## config.mk

```make
export PLATFORM = sky130hd
export DESIGN_NAME = audio_sequencer
export DESIGN_NICKNAME = d
export VERILOG_FILES = /design/src/rtl/demoscene_pkg.sv /design/src/rtl/audio_envelope.sv /design/src/rtl/audio_sequencer.sv
export SDC_FILE = /design/constraint.sdc
export NUM_CORES = 1
export LEC_CHECK = 0
export BUFFER_PORTS_ARGS = -buffer_cell sky130_fd_sc_hd__buf_2
export CORE_MARGIN = 2
export CORE_UTILIZATION = 45
export CTS_BUF_LIST = sky130_fd_sc_hd__clkbuf_8
export CTS_CLUSTER_DIAMETER = 50
export DETAILED_ROUTE_END_ITERATION = 7
export SLEW_MARGIN = 40
export SYNTH_ARGS = -nofsm -noshare
export SYNTH_HDL_FRONTEND = slang
export SYNTH_SLANG_ARGS = --single-unit
```

## constraint.sdc

```tcl
create_clock -name clk -period 12.4 [get_ports clk]
set_input_delay 0 -clock clk [delete_from_list [all_inputs] [get_ports clk]]
set_output_delay 0 -clock clk [all_outputs]
set_load 0.05 [all_outputs]
```

## src/rtl/demoscene_pkg.sv

```systemverilog
// demoscene_pkg: shared audio constants, note tables and helpers
// MIDSCALE, NOTE_REST, NOTE_NOISE, INC_TABLE (octave-0 phase increments), SEQ_ROM (16-step loop).
// AUDIO_NOISE_EN: when defined, NOTE_NOISE plays LFSR noise; otherwise it is treated as a rest.
package demoscene_pkg;
  localparam logic [7:0] MIDSCALE = 8'h80;
  localparam logic [5:0] NOTE_REST = 6'd0;
  localparam logic [5:0] NOTE_NOISE = 6'd63;
  // C2..B2 at ~24.6 kHz sample rate with a 16-bit accumulator
  localparam logic [15:0] INC_TABLE [12] = '{
    16'd174, 16'd185, 16'd196, 16'd207, 16'd220, 16'd233,
    16'd247, 16'd261, 16'd277, 16'd293, 16'd311, 16'd330
  };
  localparam logic [5:0] SEQ_ROM [16] = '{
    6'd12, 6'd0, 6'd63, 6'd24, 6'd60, 6'd0, 6'd55, 6'd48,
    6'd36, 6'd0, 6'd62, 6'd63, 6'd7, 6'd19, 6'd50, 6'd0
  };
  function automatic logic [31:0] note_inc(input logic [5:0] n);
    logic [3:0] s;
    s = 4'(n % 12);
    return {16'd0, INC_TABLE[s]} << (n / 12);
  endfunction
  function automatic logic is_rest(input logic [5:0] n);
`ifdef AUDIO_NOISE_EN
    return n == NOTE_REST;
`else
    return n == NOTE_REST || n == NOTE_NOISE;
`endif
  endfunction
endpackage

```

## src/rtl/audio_envelope.sv

```systemverilog
// audio_envelope: per-note amplitude envelope with load, decay and zero saturation
// clk, rst_n     : clock, asynchronous active-low reset
// tick_i         : sample tick; all state changes only on ticks
// load_i, rest_i : note load this tick; loaded note is a rest (env starts at 0)
// env_o          : current envelope amplitude
module audio_envelope #(
  parameter int ENV_DIV = 16
) (
  input  logic       clk,
  input  logic       rst_n,
  input  logic       tick_i,
  input  logic       load_i,
  input  logic       rest_i,
  output logic [7:0] env_o
);
  localparam int CW = ENV_DIV > 1 ? $clog2(ENV_DIV) : 1;
  logic [CW-1:0] cnt_q, cnt_d;
  logic [7:0] env_q, env_d;
  logic term;
  always_comb begin
    term = cnt_q == CW'(ENV_DIV - 1);
    cnt_d = !tick_i ? cnt_q : (load_i || term) ? '0 : cnt_q + 1'b1;
    // a load on the same tick wins over the decrement
    env_d = !tick_i ? env_q :
            load_i ? (rest_i ? 8'd0 : 8'hFF) :
            (term && env_q != 8'd0) ? env_q - 1'b1 : env_q;
  end
  always_ff @(posedge clk or negedge rst_n) begin
    if (!rst_n) begin
      cnt_q <= '0;
      env_q <= '0;
    end else begin
      cnt_q <= cnt_d;
      env_q <= env_d;
    end
  end
  assign env_o = env_q;
endmodule

```

## src/rtl/audio_sequencer.sv

```systemverilog
// audio_sequencer: 16-step note sequencer and square-wave voice feeding the pwm sample input
// clk, rst_n     : pixel clock, asynchronous active-low reset
// enable, mute   : run/freeze all counters; force midscale output while sequencing continues
// sample         : unsigned 8-bit sample, midscale 8'h80; sample_strobe pulses once per update
// step_idx       : current step 0..15; note_on: envelope nonzero and note is not a rest
// AUDIO_NOISE_EN : when defined, a 16-bit LFSR voices NOTE_NOISE steps
module audio_sequencer
  import demoscene_pkg::*;
#(
  parameter int SAMPLE_DIV   = 1024,
  parameter int STEP_SAMPLES = 3072,
  parameter int ENV_DIV      = 16,
  parameter int PHASE_W      = 16
) (
  input  logic       clk,
  input  logic       rst_n,
  input  logic       enable,
  input  logic       mute,
  output logic [7:0] sample,
  output logic       sample_strobe,
  output logic [3:0] step_idx,
  output logic       note_on
);
  localparam int DW = SAMPLE_DIV > 1 ? $clog2(SAMPLE_DIV) : 1;
  localparam int SW = STEP_SAMPLES > 1 ? $clog2(STEP_SAMPLES) : 1;
  logic [DW-1:0] div_q, div_d;
  logic [SW-1:0] samp_q, samp_d;
  logic [3:0] step_q, step_d;
  logic [5:0] note_q, note_d, rom_note;
  logic [PHASE_W-1:0] phase_q, phase_d;
  logic [7:0] sample_q, sample_d, env, amp;
  logic strobe_q, tick, load, samp_end, up, silent;
`ifdef AUDIO_NOISE_EN
  logic [15:0] lfsr_q, lfsr_d;
`endif
  audio_envelope #(.ENV_DIV(ENV_DIV)) u_env (
    .clk    (clk),
    .rst_n  (rst_n),
    .tick_i (tick),
    .load_i (load),
    .rest_i (is_rest(rom_note)),
    .env_o  (env)
  );
  always_comb begin
    tick = enable && div_q == DW'(SAMPLE_DIV - 1);
    load = tick && samp_q == '0;
    samp_end = samp_q == SW'(STEP_SAMPLES - 1);
    rom_note = SEQ_ROM[step_q];
    div_d = !enable ? div_q : tick ? '0 : div_q + 1'b1;
    samp_d = !tick ? samp_q : samp_end ? '0 : samp_q + 1'b1;
    step_d = (tick && samp_end) ? step_q + 1'b1 : step_q;
    note_d = load ? rom_note : note_q;
    phase_d = load ? '0 : tick ? phase_q + PHASE_W'(note_inc(note_q)) : phase_q;
    amp = {1'b0, env[7:1]};
`ifdef AUDIO_NOISE_EN
    lfsr_d = tick ? {lfsr_q[14:0], lfsr_q[15] ^ lfsr_q[13] ^ lfsr_q[12] ^ lfsr_q[10]} : lfsr_q;
    up = note_q == NOTE_NOISE ? lfsr_q[0] : !phase_q[PHASE_W-1];
`else
    up = !phase_q[PHASE_W-1];
`endif
    silent = mute || env == 8'd0 || is_rest(note_q);
    // output reflects the state before this tick's updates
    sample_d = !tick ? sample_q : silent ? MIDSCALE : up ? MIDSCALE + amp : MIDSCALE - amp;
  end
  always_ff @(posedge clk or negedge rst_n) begin
    if (!rst_n) begin
      div_q <= '0;
      samp_q <= '0;
      step_q <= '0;
      note_q <= NOTE_REST;
      phase_q <= '0;
      sample_q <= MIDSCALE;
      strobe_q <= 1'b0;
`ifdef AUDIO_NOISE_EN
      lfsr_q <= 16'hACE1;
`endif
    end else begin
      div_q <= div_d;
      samp_q <= samp_d;
      step_q <= step_d;
      note_q <= note_d;
      phase_q <= phase_d;
      sample_q <= sample_d;
      strobe_q <= tick;
`ifdef AUDIO_NOISE_EN
      lfsr_q <= lfsr_d;
`endif
    end
  end
  assign sample = sample_q;
  assign sample_strobe = strobe_q;
  assign step_idx = step_q;
  assign note_on = env != 8'd0 && !is_rest(note_q);
endmodule
```

== After elaboration in Yosys (flattened, before gate mapping) ==
Memories as Yosys holds them, arrays and structs flattened.
Cells that the tools add are included.
Word-level totals
  register bits after elaboration: 69
  ROM bits: 352
  bits of input ports: 4
  output and inout bits: 14
  logic and storage cells: 64
  memories kept: 2
Memory list
  (no name shown): words 16, width 16, rd ports 1, clocked after Yosys merged registers in 0, write ports 0, RTL line demoscene_pkg.sv:20  | return {16'd0, INC_TABLE[s]} << (n / 12);
  (no name shown): words 16, width 6, rd ports 1, clocked after Yosys merged registers in 0, write ports 0, RTL line audio_sequencer.sv:48  | rom_note = SEQ_ROM[step_q];
Cells by class
  add/sub/neg operators: 8
  div/mod/pow operators: 2
  order comparisons: 2
  equality and inequality tests: 5
  shift-type cells: 1
  muxes and demuxes: 14
  bitwise logic cells: 2
  reductions and logical operators: 19
Operator list (count)
  $mux 16: 4
  $mux 8: 5
  $div 6x4->32 const B: 1
  $mod 6x4->32 const B: 1
  $shl 16x32->16: 1
  $add 16x16->16: 1
  $add 12x1->12 const B: 1
  $eq 12x12->1 const B: 1
  $eq 6x6->1 const B: 2
  $logic_not 12->1: 1
  $logic_not 6->1: 2
  $mux 12: 1
  $mux 6: 2
  $add 10x1->10 const B: 1
  $eq 10x10->1 const B: 1
  $ge 5x5->1 const B: 2
  $mux 10: 1
  $not 4->5: 2
  $add 4x1->4 const B: 2
  $add 8x7->8 const A: 1
  $logic_not 8->1: 1
  $reduce_bool 8->1: 1
  $sub 8x1->8 const B: 1
  $sub 8x7->8 const A: 1
  7 further kinds: 16

== Logic depth before layout (Yosys ltp) ==
Gate-level depths: netlist (run 1).
  depth in word-level cells: 9
  mapped depth: 21
  gate-level depth less buffers: 19

== By module ==
Synthesis (run 1) repeated with hierarchy kept, for this count alone.
Unflattened totals
  cells, all modules: 599
  area, all modules: 5203.7 um^2
By module, submodules not included
  audio_sequencer: instances 1, cells each 519, area each 4464.3 um^2, sequential area each 1427.6 um^2
  audio_envelope: instances 1, cells each 80, area each 739.5 um^2, sequential area each 300.3 um^2

== Worst setup path before layout (run 1) ==
OpenSTA, ideal clock, no wires.
  path type: register to register
  start point: register note_q[4]
  end point: register phase_q[15]
  library setup time: 0.151 ns
  data arrival time: 4.472 ns
  data required time: 12.249 ns
  path slack: 7.777 ns
  cell stages (with the launch flop): 20
  path buffers: 2
  period minus slack after synthesis: 4.623 ns
  path through: dfrtp_1 > inv_1 > ha_1 > buf_6 > or3b_4 > a21o_4 > a31o_1 > buf_6 > a221oi_2 > o32ai_2 > a21oi_1 > mux2i_1 > ha_1 > a211o_1 > o311ai_1 > a21oi_1 > a41o_1 > o41ai_2 > mux2i_1 > o311ai_0
Between the ends
  word-level cells in the longest chain between the ends: 9
  elaborated cells between the ends (all ways): 10
  those cells by class: add/sub: 1; div: 2; shift: 1; mux: 4; bitwise: 1; memory: 1
Ends and longest elaborated chain
  start, declared: RTL line audio_sequencer.sv:29  | logic [5:0] note_q, note_d, rom_note;
  start signal, assigned: RTL line audio_sequencer.sv:81  | note_q <= note_d;
  $mod 6x4->32: RTL line demoscene_pkg.sv:19  | s = 4'(n % 12);
  $not 4->5 (implied by the code): RTL line demoscene_pkg.sv:20
  $mem_v2 16x16
  $mux 16 (implied by the code) (2 in a row): RTL line demoscene_pkg.sv:20
  $shl 16x32->16 (*): RTL line demoscene_pkg.sv:20
  $add 16x16->16 (*): RTL line audio_sequencer.sv:53  | phase_d = load ? '0 : tick ? phase_q + PHASE_W'(note_inc(note_q)) : phase_q;
  $mux 16 (*) (2 in a row): RTL line audio_sequencer.sv:53
  end signal, assigned: RTL line audio_sequencer.sv:82  | phase_q <= phase_d;
  end, declared: RTL line audio_sequencer.sv:30  | logic [PHASE_W-1:0] phase_q, phase_d;
Every way passes the cells marked *; elsewhere a longest branch is shown, timed or not. The select of a mux whose other input is x is not followed.
A chain may end at the register's enable or synchronous reset.

== Final worst setup path (run 1) ==
  start point: register note_q[5]
  end point: register phase_q[15]
Same word-level chain as after synthesis.

==> results of run 1 <==
==> cells in the mapped netlist (3+ instances only) <==
cell type                  number  area [um2]
sky130_fd_sc_hd__nand2b_1       4        25.0
sky130_fd_sc_hd__buf_1          4        15.0
sky130_fd_sc_hd__buf_2          4        20.0
sky130_fd_sc_hd__a221oi_2       3        45.0
sky130_fd_sc_hd__nor2_1        40         150
sky130_fd_sc_hd__buf_6          3        33.8
sky130_fd_sc_hd__nand2_1       78         293
sky130_fd_sc_hd__a22o_1         4        35.0
sky130_fd_sc_hd__mux2_2         3        33.8
sky130_fd_sc_hd__nor2b_1        5        31.3
sky130_fd_sc_hd__mux2i_1        8        80.1
sky130_fd_sc_hd__xnor2_1       25         219
sky130_fd_sc_hd__o21ai_0       42         210
sky130_fd_sc_hd__xor2_1        19         166
sky130_fd_sc_hd__nor3_1        13        65.1
sky130_fd_sc_hd__nand3_1       22         110
sky130_fd_sc_hd__o211ai_1       6        45.0
sky130_fd_sc_hd__inv_1         17        63.8
sky130_fd_sc_hd__a211oi_1       7        52.6
sky130_fd_sc_hd__clkbuf_1      18        67.6
sky130_fd_sc_hd__and3_1         9        56.3
sky130_fd_sc_hd__or2_2          3        18.8
sky130_fd_sc_hd__nand4_1       11        68.8
sky130_fd_sc_hd__a21o_1         5        37.5
sky130_fd_sc_hd__a31oi_1        6        37.5
sky130_fd_sc_hd__a21oi_1       37         185
sky130_fd_sc_hd__nor4_1         5        31.3
sky130_fd_sc_hd__o21ai_1        5        25.0
sky130_fd_sc_hd__o31ai_1        5        37.5
sky130_fd_sc_hd__dfrtp_1       68        1700
sky130_fd_sc_hd__or3_1          7        43.8
sky130_fd_sc_hd__ha_1          39         488
==> metal layers <==
metal,vias to the layer above,track usage [%]
met2,73,33.1
li1,2066,-
met3,18,4.06
met5,-,0
met1,1929,25.8
met4,0,7.23
==> worst max-delay path, stage by stage (launching register included) <==
cell                       delay [ps]
sky130_fd_sc_hd__dfrtp_1          430
sky130_fd_sc_hd__ha_1             480
sky130_fd_sc_hd__and2b_1          330
sky130_fd_sc_hd__nor2_1           100
sky130_fd_sc_hd__and3_1           200
sky130_fd_sc_hd__or3_1            510
sky130_fd_sc_hd__a221oi_2         480
sky130_fd_sc_hd__o32ai_2          170
sky130_fd_sc_hd__a21oi_1          280
sky130_fd_sc_hd__mux2i_1          130
sky130_fd_sc_hd__ha_1             360
sky130_fd_sc_hd__a211o_1          320
sky130_fd_sc_hd__o311ai_1         300
sky130_fd_sc_hd__a21oi_1          150
sky130_fd_sc_hd__a41o_1           280
sky130_fd_sc_hd__o41ai_2          310
sky130_fd_sc_hd__xnor2_1          140
sky130_fd_sc_hd__o311ai_0         270
==> registers in the layout, indices dropped and copies added (netlist names) <==
register       flops
note_q             6
samp_q            12
sample_strobe      1
div_q             10
u_env.env_o        8
step_idx           4
phase_q           16
sample             8
u_env.cnt_q        4
==> power groups by stage <==
stage / Combinational, uW / Sequential [uW] / Clock, uW
finish: 25.5 / 245 / 176
global route: 29.9 / 247 / 191
CTS: 26.4 / 245 / 181
detailed placement: 25.9 / 250 / 0
global placement: 25.3 / 249 / 0
floorplan: 18.0 / 248 / 0
==> layout make-up <==
| class | count | area share [%] |
|---|---|---|
| Timing Repair Buffer | 22 | 2.47 |
| Multi-Input combinational cell | 454 | 57.0 |
| Inverter | 19 | 1.34 |
| Clock inverter | 6 | 0.870 |
| Tap cell | 140 | 3.29 |
| Sequential cell | 69 | 32.5 |
| Clock buffer | 10 | 2.59 |
==> metrics by stage <==
step                instance area, um2  total power, uW  instances  hold WS (ps)
floorplan                         4970              266        572          -296
global placement                  5110              275        702           283
detailed placement                5120              276        702           163
CTS                               5320              453        720           135
global route                      5320              468        720           200
finish                            5320              446        720           152
==> cells by family (layout without fill, tap and decap cells) <==
| family | count (synthesis) | count (layout) | synth area share (%) |
|---|---|---|---|
| buffers and inverters | 49 | 57 | 4.33 |
| multiplexers | 11 | 11 | 2.29 |
| AO/OA/AOI/OAI | 152 | 152 | 21.1 |
| adder cells (fa/ha/maj) | 40 | 40 | 10.2 |
| flip-flops | 69 | 69 | 34.8 |
| XOR/XNOR | 44 | 44 | 7.75 |
| AND/OR/NAND/NOR | 207 | 207 | 19.6 |
==> worst paths after layout <==
path,start,endpoint,slack [ps],cells after the start
setup / recovery,note_q[5],phase_q[15],7050,17
max in group asynchronous,rst_n,u_env.env_o[3],11690,3
hold / removal,mute,sample[0],150,3
setup reg to reg,note_q[5],phase_q[15],7050,17
min in group asynchronous,rst_n,phase_q[5],260,3
hold reg to reg,div_q[4],div_q[4],480,1
==> repair_timing <==
| item | CTS | global route |
|---|---|---|
| resized for setup | 0 | 0 |
| hold endpoints to repair | 72 | 0 |
| hold buffers | 2 | 0 |
==> impl_metrics.toml, run 1 <==
[finish]
final-seq-area_um2 = 1730
fillerInstances = 1016
postLayoutCoreUtil_pct = 49.3
proportion_of_layout_cells_with_a_drive_suffix_above_1_pct = 10.0
layout_common_cells = "sky130_fd_sc_hd__nand2_1 (78), sky130_fd_sc_hd__dfrtp_1 (68), sky130_fd_sc_hd__o21ai_0 (42)"
area.growth.synth_to_final_pct = 7.05
antenna_cells_inserted = 0
multiInputGateArea_um2 = 3030
layout_commonest_cell = "sky130_fd_sc_hd__nand2_1"
nNetsFinal = 619

[job]
max_cap_violations = 0

[logic_synthesis]
postSynthRegisterBits = 69
netlist-cell-type-count = 71
netlist_area_um2 = 4970
synth_seq_area_share_pct = 34.8
postSynth.asyncResetShare_pct = 100
syn_nets = 616
synthCells = 572
ys.flop_type = "sky130_fd_sc_hd__dfrtp_1"
synthesis.area_per_instance_um2 = 8.69
synth_edf_count = 0
yosys_warnings = 0

[critical_path]
worst_ep_required_time_ps = 12660
cp.arrival_ps = 5610
critical_path_peak_fanout = 13
type_of_the_worst_setup_path = "register to register"
capturing_element_type_of_the_critical_path = "register"
critPathLaunchType = "register"

[clocking]
worstSkewPairLatency_ps = 370
tritoncts = "yes"
cts.sinks = 69
clock_tree.root_cell = "sky130_fd_sc_hd__clkbuf_8"
clk_pin_slew_ps = 80
tritoncts.num_buffers = 9
post_cts_buffers = 0
cts_max_path_buffers = 2
clock_tree.htree_level_count = 3

[status]
outcome = "completed"

[route]
routed_wire_length_per_instance_um = 15.0
top_signal_layer_used = "met4"
total_vias_in_the_final_route = 4086
drc_errors = 0
met1Wirelength_um = 5170
route.final.wire_length_um = 10800
number_of_iterations_in_the_first_detailed_routing_pass = 4
number_of_design_rule_violations_left_by_the_first_detailed_router_iteration = 214
route.met3.wl_um = 413
wl_met2_um = 5000
antenna_violating_nets_post_route = 0
via_per_inst = 5.68

[global_routing]
grt_antenna_before_repair = 0
global_route_wire_length_before_repair_um = 18500
grt_overflow = 0
grt_pass1_vias = 3927
grt_use_total_pct = 20.0
grt_max_degree = 70

[power]
p_int_uw = 327
power_frac_clock_pct = 39.3
irDropWorstVdd_mv = 0.0804
power_density_nw_per_um2 = 83.9
power.net_switching_uw = 120
total_leakage_power_uw = 0.00248
pwr-share-comb_pct = 5.7
seqPwrFrac_pct = 54.9
netSwitchingFraction_pct = 26.8

[place]
globalplace.congestion = 0.871
place_hpwl_um = 7750
place_worst_setup_slack_ps = 7040
port_buffers = 17

[sta]
finalWorstSetupSlack_ps = 7050
timing.final.crit_period_ps = 5350
report.final.slew_viol_count = 0
setup-tns-final_ps = 0
slew_headroom_pct = 54.2
tightestPinTransition_ps = 681
rsz0062_at_grt = "no"
finalHoldViolations = 0
final.setup_skew_ps = 11.8
final_count_of_negative_setup_slack_endpoints = 0
final_min_period_over_clock_period_pct = 43.2
achievable-frequency_mhz = 187

[min_path]
hp-class = "input port to register"

[die]
die_h_um = 109
dieArea_um2 = 11900
initial_utilization_pct = 46.1
die-width_um = 109
floorplan.io_pins = 18
row_count = 38
placeableCoreArea_um2 = 10800
No activity file was read; power rests on OpenSTA's default activity.
==> run 2: changes to the inputs <==
clock period = 4.95 ns   (was 12.4 ns; I/O delays follow)
==> run 2 against run 1 <==
Net effect:
- clock power rose to 2.7 times the previous value
- total power grew to 2.6 times the previous value
- register-to-register slack got worse by 6800 ps
- critical path depth stayed put
- sequential power increased to 2.5 times the previous value
- final area rose by 4.6%
- utilization up 2.3 points
- critical endpoint unchanged
- largest power group unchanged
==> impl_metrics.toml, run 2 (synthesized netlist as in run 1, its figures left out) <==
[finish]
layout_commonest_cell = "sky130_fd_sc_hd__nand2_1"
layout_top_registers = "phase_q: 16 flops, samp_q: 12 flops, div_q: 10 flops"
top_register = "phase_q"
proportion_of_layout_cells_with_a_drive_suffix_above_1_pct = 15.3
nNetsFinal = 634
postLayoutCoreUtil_pct = 51.6
fillerInstances = 999
largest_register_ffs = 16
area.growth.synth_to_final_pct = 12.0
layout_common_cells = "sky130_fd_sc_hd__nand2_1 (78), sky130_fd_sc_hd__dfrtp_1 (66), sky130_fd_sc_hd__o21ai_0 (42)"
antenna_cells_inserted = 0

[clocking]
worstSkewPairLatency_ps = 360
cts_max_path_buffers = 2
clock_tree.root_cell = "sky130_fd_sc_hd__clkbuf_8"
clock_tree.htree_level_count = 3
tritoncts = "yes"
cts.sinks = 69
tritoncts.num_buffers = 9
clk_pin_slew_ps = 80

[die]
floorplan.io_pins = 18
die_h_um = 109
die-width_um = 109
row_count = 38
placeableCoreArea_um2 = 10800
initial_utilization_pct = 46.1
dieArea_um2 = 11900

[critical_path]
cp.arrival_ps = 5000
reg2regPathDepth = 17
critical_path.max_stage_delay_ps = 420
reg2reg_setup_slack_ps = 210
critical_path_peak_fanout = 7
capturing_element_type_of_the_critical_path = "register"
ordered_list_of_cells_on_the_worst_path = "inv_2 -> ha_1 -> or3b_4 -> a21o_4 -> a31o_4 -> a221o_1 -> a32oi_2 -> mux2i_1 -> mux2i_1 -> ha_1 -> a211o_1 -> o311ai_4 -> a21oi_2 -> a41o_1 -> o41ai_4 -> xnor2_1 -> o311ai_1"
type_of_the_worst_setup_path = "register to register"
critPathSlowestCell = "sky130_fd_sc_hd__dfrtp_2"
reg2reg_to = "phase_q[15]"
reg2reg_from = "note_q[4]"
worst_ep_required_time_ps = 5200
critPathLaunchType = "register"
worst_path_buffer_plus_inverter_count = 1
timing.critical_path.max_delay_family = "compound AO/OA/AOI/OAI gates"

[global_routing]
grt_use_total_pct = 20.5
grt_pass1_vias = 4103
grt_overflow = 0
grt_antenna_before_repair = 0
grt_max_degree = 70
global_route_wire_length_before_repair_um = 19500

[power]
power_density_nw_per_um2 = 208
total_leakage_power_uw = 0.00258
irDropWorstVdd_mv = 0.198

[sta]
setup-tns-final_ps = 0
final_min_period_over_clock_period_pct = 95.8
timing.final.crit_period_ps = 4740
achievable-frequency_mhz = 211
finalHoldViolations = 0
report.final.slew_viol_count = 0
final.setup_skew_ps = 9.90
tightestPinTransition_ps = 657
final_count_of_negative_setup_slack_endpoints = 0
slew_headroom_pct = 56.2

[place]
globalplace.congestion = 0.898
port_buffers = 17
place_hpwl_um = 7790

[route]
routed_wire_length_per_instance_um = 15.1
via_per_inst = 5.65
number_of_iterations_in_the_first_detailed_routing_pass = 5
total_vias_in_the_final_route = 4151
drc_errors = 0
number_of_design_rule_violations_left_by_the_first_detailed_router_iteration = 216
route.final.wire_length_um = 11100
antenna_violating_nets_post_route = 0

[min_path]
hold_path_depth = 3
holdPathEnd = "sample[0]"
timing.hold.worst.start = "mute"
hp-class = "input port to register"

[status]
outcome = "completed"

[job]
max_cap_violations = 0
run 2: repair_timing:
item / in CTS / in global routing
setup buffers: 0 / 2
hold buffers: 2 / 0
endpoints found under the setup margin: 2 / 5
pin swaps: 0 / 9
hold endpoints to repair: 71 / 0
resized for setup: 4 / 21
run 2: tightest hold or removal path: cells and delay by family:
kind	cells	cell delay, ps
AO/OA/AOI/OAI	1	120
buffers and inverters	1	80
AND/OR/NAND/NOR	1	260
run 2: how the worst max path moves through the flow:
stage	end	startpoint	depth (start not counted)
final	phase_q[15]	note_q[4]	17
after global routing	phase_q[15]	note_q[4]	18
after CTS	phase_q[14]	note_q[5]	18
after detailed placement	phase_q[15]	note_q[4]	18
after global placement	phase_q[14]	note_q[4]	18
after floorplan	phase_q[15]	note_q[4]	19
run 2: report_power, final:
part | switching (uW) | total (uW) | internal (uW)
sequential | 25.7 | 615 | 589
clock | 231 | 481 | 250
combinational | 33.7 | 64.4 | 30.7
total | 291 | 1160 | 870
run 2: area by class of cell:
| class | instances | area, um2 | area share [%] |
|---|---|---|---|
| Inverter | 19 | 71.3 | 1.28 |
| Multi-Input combinational cell | 454 | 3140 | 56.4 |
| Clock inverter | 6 | 68.8 | 1.24 |
| Sequential cell | 69 | 1730 | 31.1 |
| Timing Repair Buffer | 37 | 244 | 4.38 |
| Tap cell | 140 | 175 | 3.15 |
| Clock buffer | 10 | 138 | 2.47 |
run 2: through the flow:
stage / setup slack [ps] / total power [uW] / instances / hold slack (ps) / area, um2
2_1_floorplan: 327 / 666 / 572 / -296 / 4970
3_3_place_gp: 83.2 / 688 / 715 / 285 / 5210
3_5_place_dp: -47.0 / 692 / 715 / 160 / 5210
4_1_cts: 2.02 / 1180 / 733 / 149 / 5470
5_1_grt: -66.2 / 1220 / 735 / 180 / 5570
6_report: 208 / 1160 / 735 / 148 / 5570
run 2: metal layers:
layer | vias up | global-route usage [%] | share of wire [%]
met1 | 1980 | 27.9 | 48
met2 | 57 | 33.1 | 48
li1 | 2103 | - | -
met3 | 11 | 4.12 | 2.8
met5 | - | 0 | 0
met4 | 0 | 5.68 | 1.2
==> run 3: changes to the inputs <==
RECOVER_POWER = 50   (was default)
==> run 3 against run 2 <==
Net effect:
- critical path type unchanged
- combinational power down 1%
- the flow now finishes with violations (max-capacitance violations, max-slew violations)
- highest routed layer unchanged
- clock skew hardly changed
- non-clock buffer count did not move
- register-to-register slack about the same
- clock-buffer cell count did not move
- first-iteration DRC count fell by 1.9%
- largest cell class unchanged
==> impl_metrics.toml, run 3 (synthesized netlist as in run 1, its figures left out) <==
[sta]
finalHoldViolations = 0
achievable-frequency_mhz = 211
fin_hold_ws_ps = 148
slew_headroom_pct = -147
timing.final.crit_period_ps = 4740
report.final.slew_viol_count = 70
final_min_period_over_clock_period_pct = 95.8
setup-tns-final_ps = 0
final_count_of_negative_setup_slack_endpoints = 0
final.setup_skew_ps = 9.77
tightestPinTransition_ps = 3710

[finish]
layout_top_registers = "phase_q: 16 flops, samp_q: 12 flops, div_q: 10 flops"
top_register = "phase_q"
area.growth.synth_to_final_pct = 11.7
nNetsFinal = 634
proportion_of_layout_cells_with_a_drive_suffix_above_1_pct = 14.3
layout.cell_area.non_filler_um2 = 5560
layout_commonest_cell = "sky130_fd_sc_hd__nand2_1"
largest_register_ffs = 16
antenna_cells_inserted = 0
finalNonFillerCells = 735
layout_common_cells = "sky130_fd_sc_hd__nand2_1 (78), sky130_fd_sc_hd__dfrtp_1 (66), sky130_fd_sc_hd__o21ai_0 (42)"
fillerInstances = 1004

[critical_path]
startpoint = "note_q[4]"
critical_path_peak_fanout = 7
reg2reg_to = "phase_q[15]"
reg2reg_from = "note_q[4]"
ordered_list_of_cells_on_the_worst_path = "inv_2 -> ha_1 -> or3b_4 -> a21o_4 -> a31o_4 -> a221o_1 -> a32oi_2 -> mux2i_1 -> mux2i_1 -> ha_1 -> a211o_1 -> o311ai_4 -> a21oi_2 -> a41o_1 -> o41ai_4 -> xnor2_1 -> o311ai_1"
capturing_element_type_of_the_critical_path = "register"
critical_path.max_stage_delay_ps = 420
cp.arrival_ps = 5000
type_of_the_worst_setup_path = "register to register"
reg2reg_setup_slack_ps = 210
critPathLaunchType = "register"
critPathSlowestCell = "sky130_fd_sc_hd__dfrtp_2"
reg2regPathDepth = 17
crit_path_end = "phase_q[15]"
worst_ep_required_time_ps = 5200

[global_routing]
grt_max_degree = 70
global_route_wire_length_before_repair_um = 19500
grt_pass1_vias = 4103
grt_antenna_before_repair = 0
grt_use_total_pct = 20.5
grt_overflow = 0

[route]
number_of_design_rule_violations_left_by_the_first_detailed_router_iteration = 212
via_per_inst = 5.65
total_vias_in_the_final_route = 4150
drc_errors = 0
routed_wire_length_per_instance_um = 15.0
antenna_violating_nets_post_route = 0
route.final.wire_length_um = 11100
number_of_iterations_in_the_first_detailed_routing_pass = 4

[clocking]
tritoncts = "yes"
tritoncts.num_buffers = 9
clock_tree.root_cell = "sky130_fd_sc_hd__clkbuf_8"
clk_pin_slew_ps = 80
clock_tree.htree_level_count = 3
worstSkewPairLatency_ps = 360
cts_max_path_buffers = 2
cts.sinks = 69

[place]
placed_cell_area_um2 = 5210
placed_cells_incl_taps = 715
place_hpwl_um = 7790
globalplace.congestion = 0.898
port_buffers = 17

[power]
irDropWorstVdd_mv = 0.197
power_density_nw_per_um2 = 209
power.net_switching_uw = 290
fin_total_pwr_uw = 1160
seqPwrFrac_pct = 53.0
total_leakage_power_uw = 0.00255
power_frac_clock_pct = 41.5
netSwitchingFraction_pct = 25.0
pwr-share-comb_pct = 5.5
p_int_uw = 869

[status]
violations = "max-capacitance violations, max-slew violations"
outcome = "complete, but fails checks"

[job]
max_cap_violations = 1

[die]
placeableCoreArea_um2 = 10800
initial_utilization_pct = 46.1
row_count = 38
floorplan.io_pins = 18
dieArea_um2 = 11900
die_h_um = 109
die-width_um = 109

[min_path]
hp-class = "input port to register"
run 3: changes by cell type in the layout (fill, tap and decap cells not counted), sizes merged:
cell    change
buf         -6
clkbuf      +6
run 3: layout make-up:
class / instances / area, um2 / share of cell area [%]
Sequential cell: 69 / 1730 / 31.1
Timing Repair Buffer: 37 / 230 / 4.14
Clock inverter: 6 / 68.8 / 1.24
Clock buffer: 10 / 138 / 2.48
Tap cell: 140 / 175 / 3.15
Multi-Input combinational cell: 454 / 3140 / 56.6
Inverter: 19 / 71.3 / 1.28
run 3: worst max-delay path, delay by kind of cell (launching register included):
kind,cells,cell delay [ps]
AO/OA/AOI/OAI,10,2800
adder cells (fa/ha/maj),2,520
flip-flops,1,420
AND/OR/NAND/NOR,1,410
multiplexers,2,320
XOR/XNOR,1,120
buffers and inverters,1,70
run 3: power groups by stage:
stage / combinational, uW / sequential, uW / clock, uW
floorplan: 45.2 / 621 / 0
global placement: 63.5 / 624 / 0
detailed placement: 66.6 / 625 / 0
CTS: 67.0 / 615 / 496
global route: 74.4 / 621 / 520
finish: 63.7 / 615 / 481
run 3: through the flow:
stage               utilization (%)  setup slack (ps)
floorplan                         -               327
global placement               48.3              83.2
detailed placement             48.3             -47.0
CTS                            50.7              2.02
global route                   51.5             -66.2
finish                         51.5               208
run 3: per-layer routing:
metal | global-route usage [%] | vias to the layer above | routed length (um)
li1 | - | 2103 | -
met1 | 27.9 | 1977 | 5320
met2 | 33.1 | 59 | 5280
met3 | 4.12 | 11 | 318
met4 | 5.68 | 0 | 136
met5 | 0 | - | 0
run 3: worst min-delay path by stage:
stage                      from   endpoint  cells after the start
after floorplan           rst_n   div_q[0]                      0
after global placement    rst_n  note_q[4]                      2
after detailed placement  rst_n  note_q[3]                      2
after CTS                  mute  sample[0]                      3
after global routing       mute  sample[0]                      3
final                      mute  sample[0]                      3
run 3: repair_timing:
item / in CTS / in global routing
setup buffers: 0 / 2
setup endpoints to repair: 2 / 5
gates resized for setup: 4 / 21
endpoints found under the hold margin: 71 / 0
pin swaps: 0 / 9
hold buffers: 2 / 0
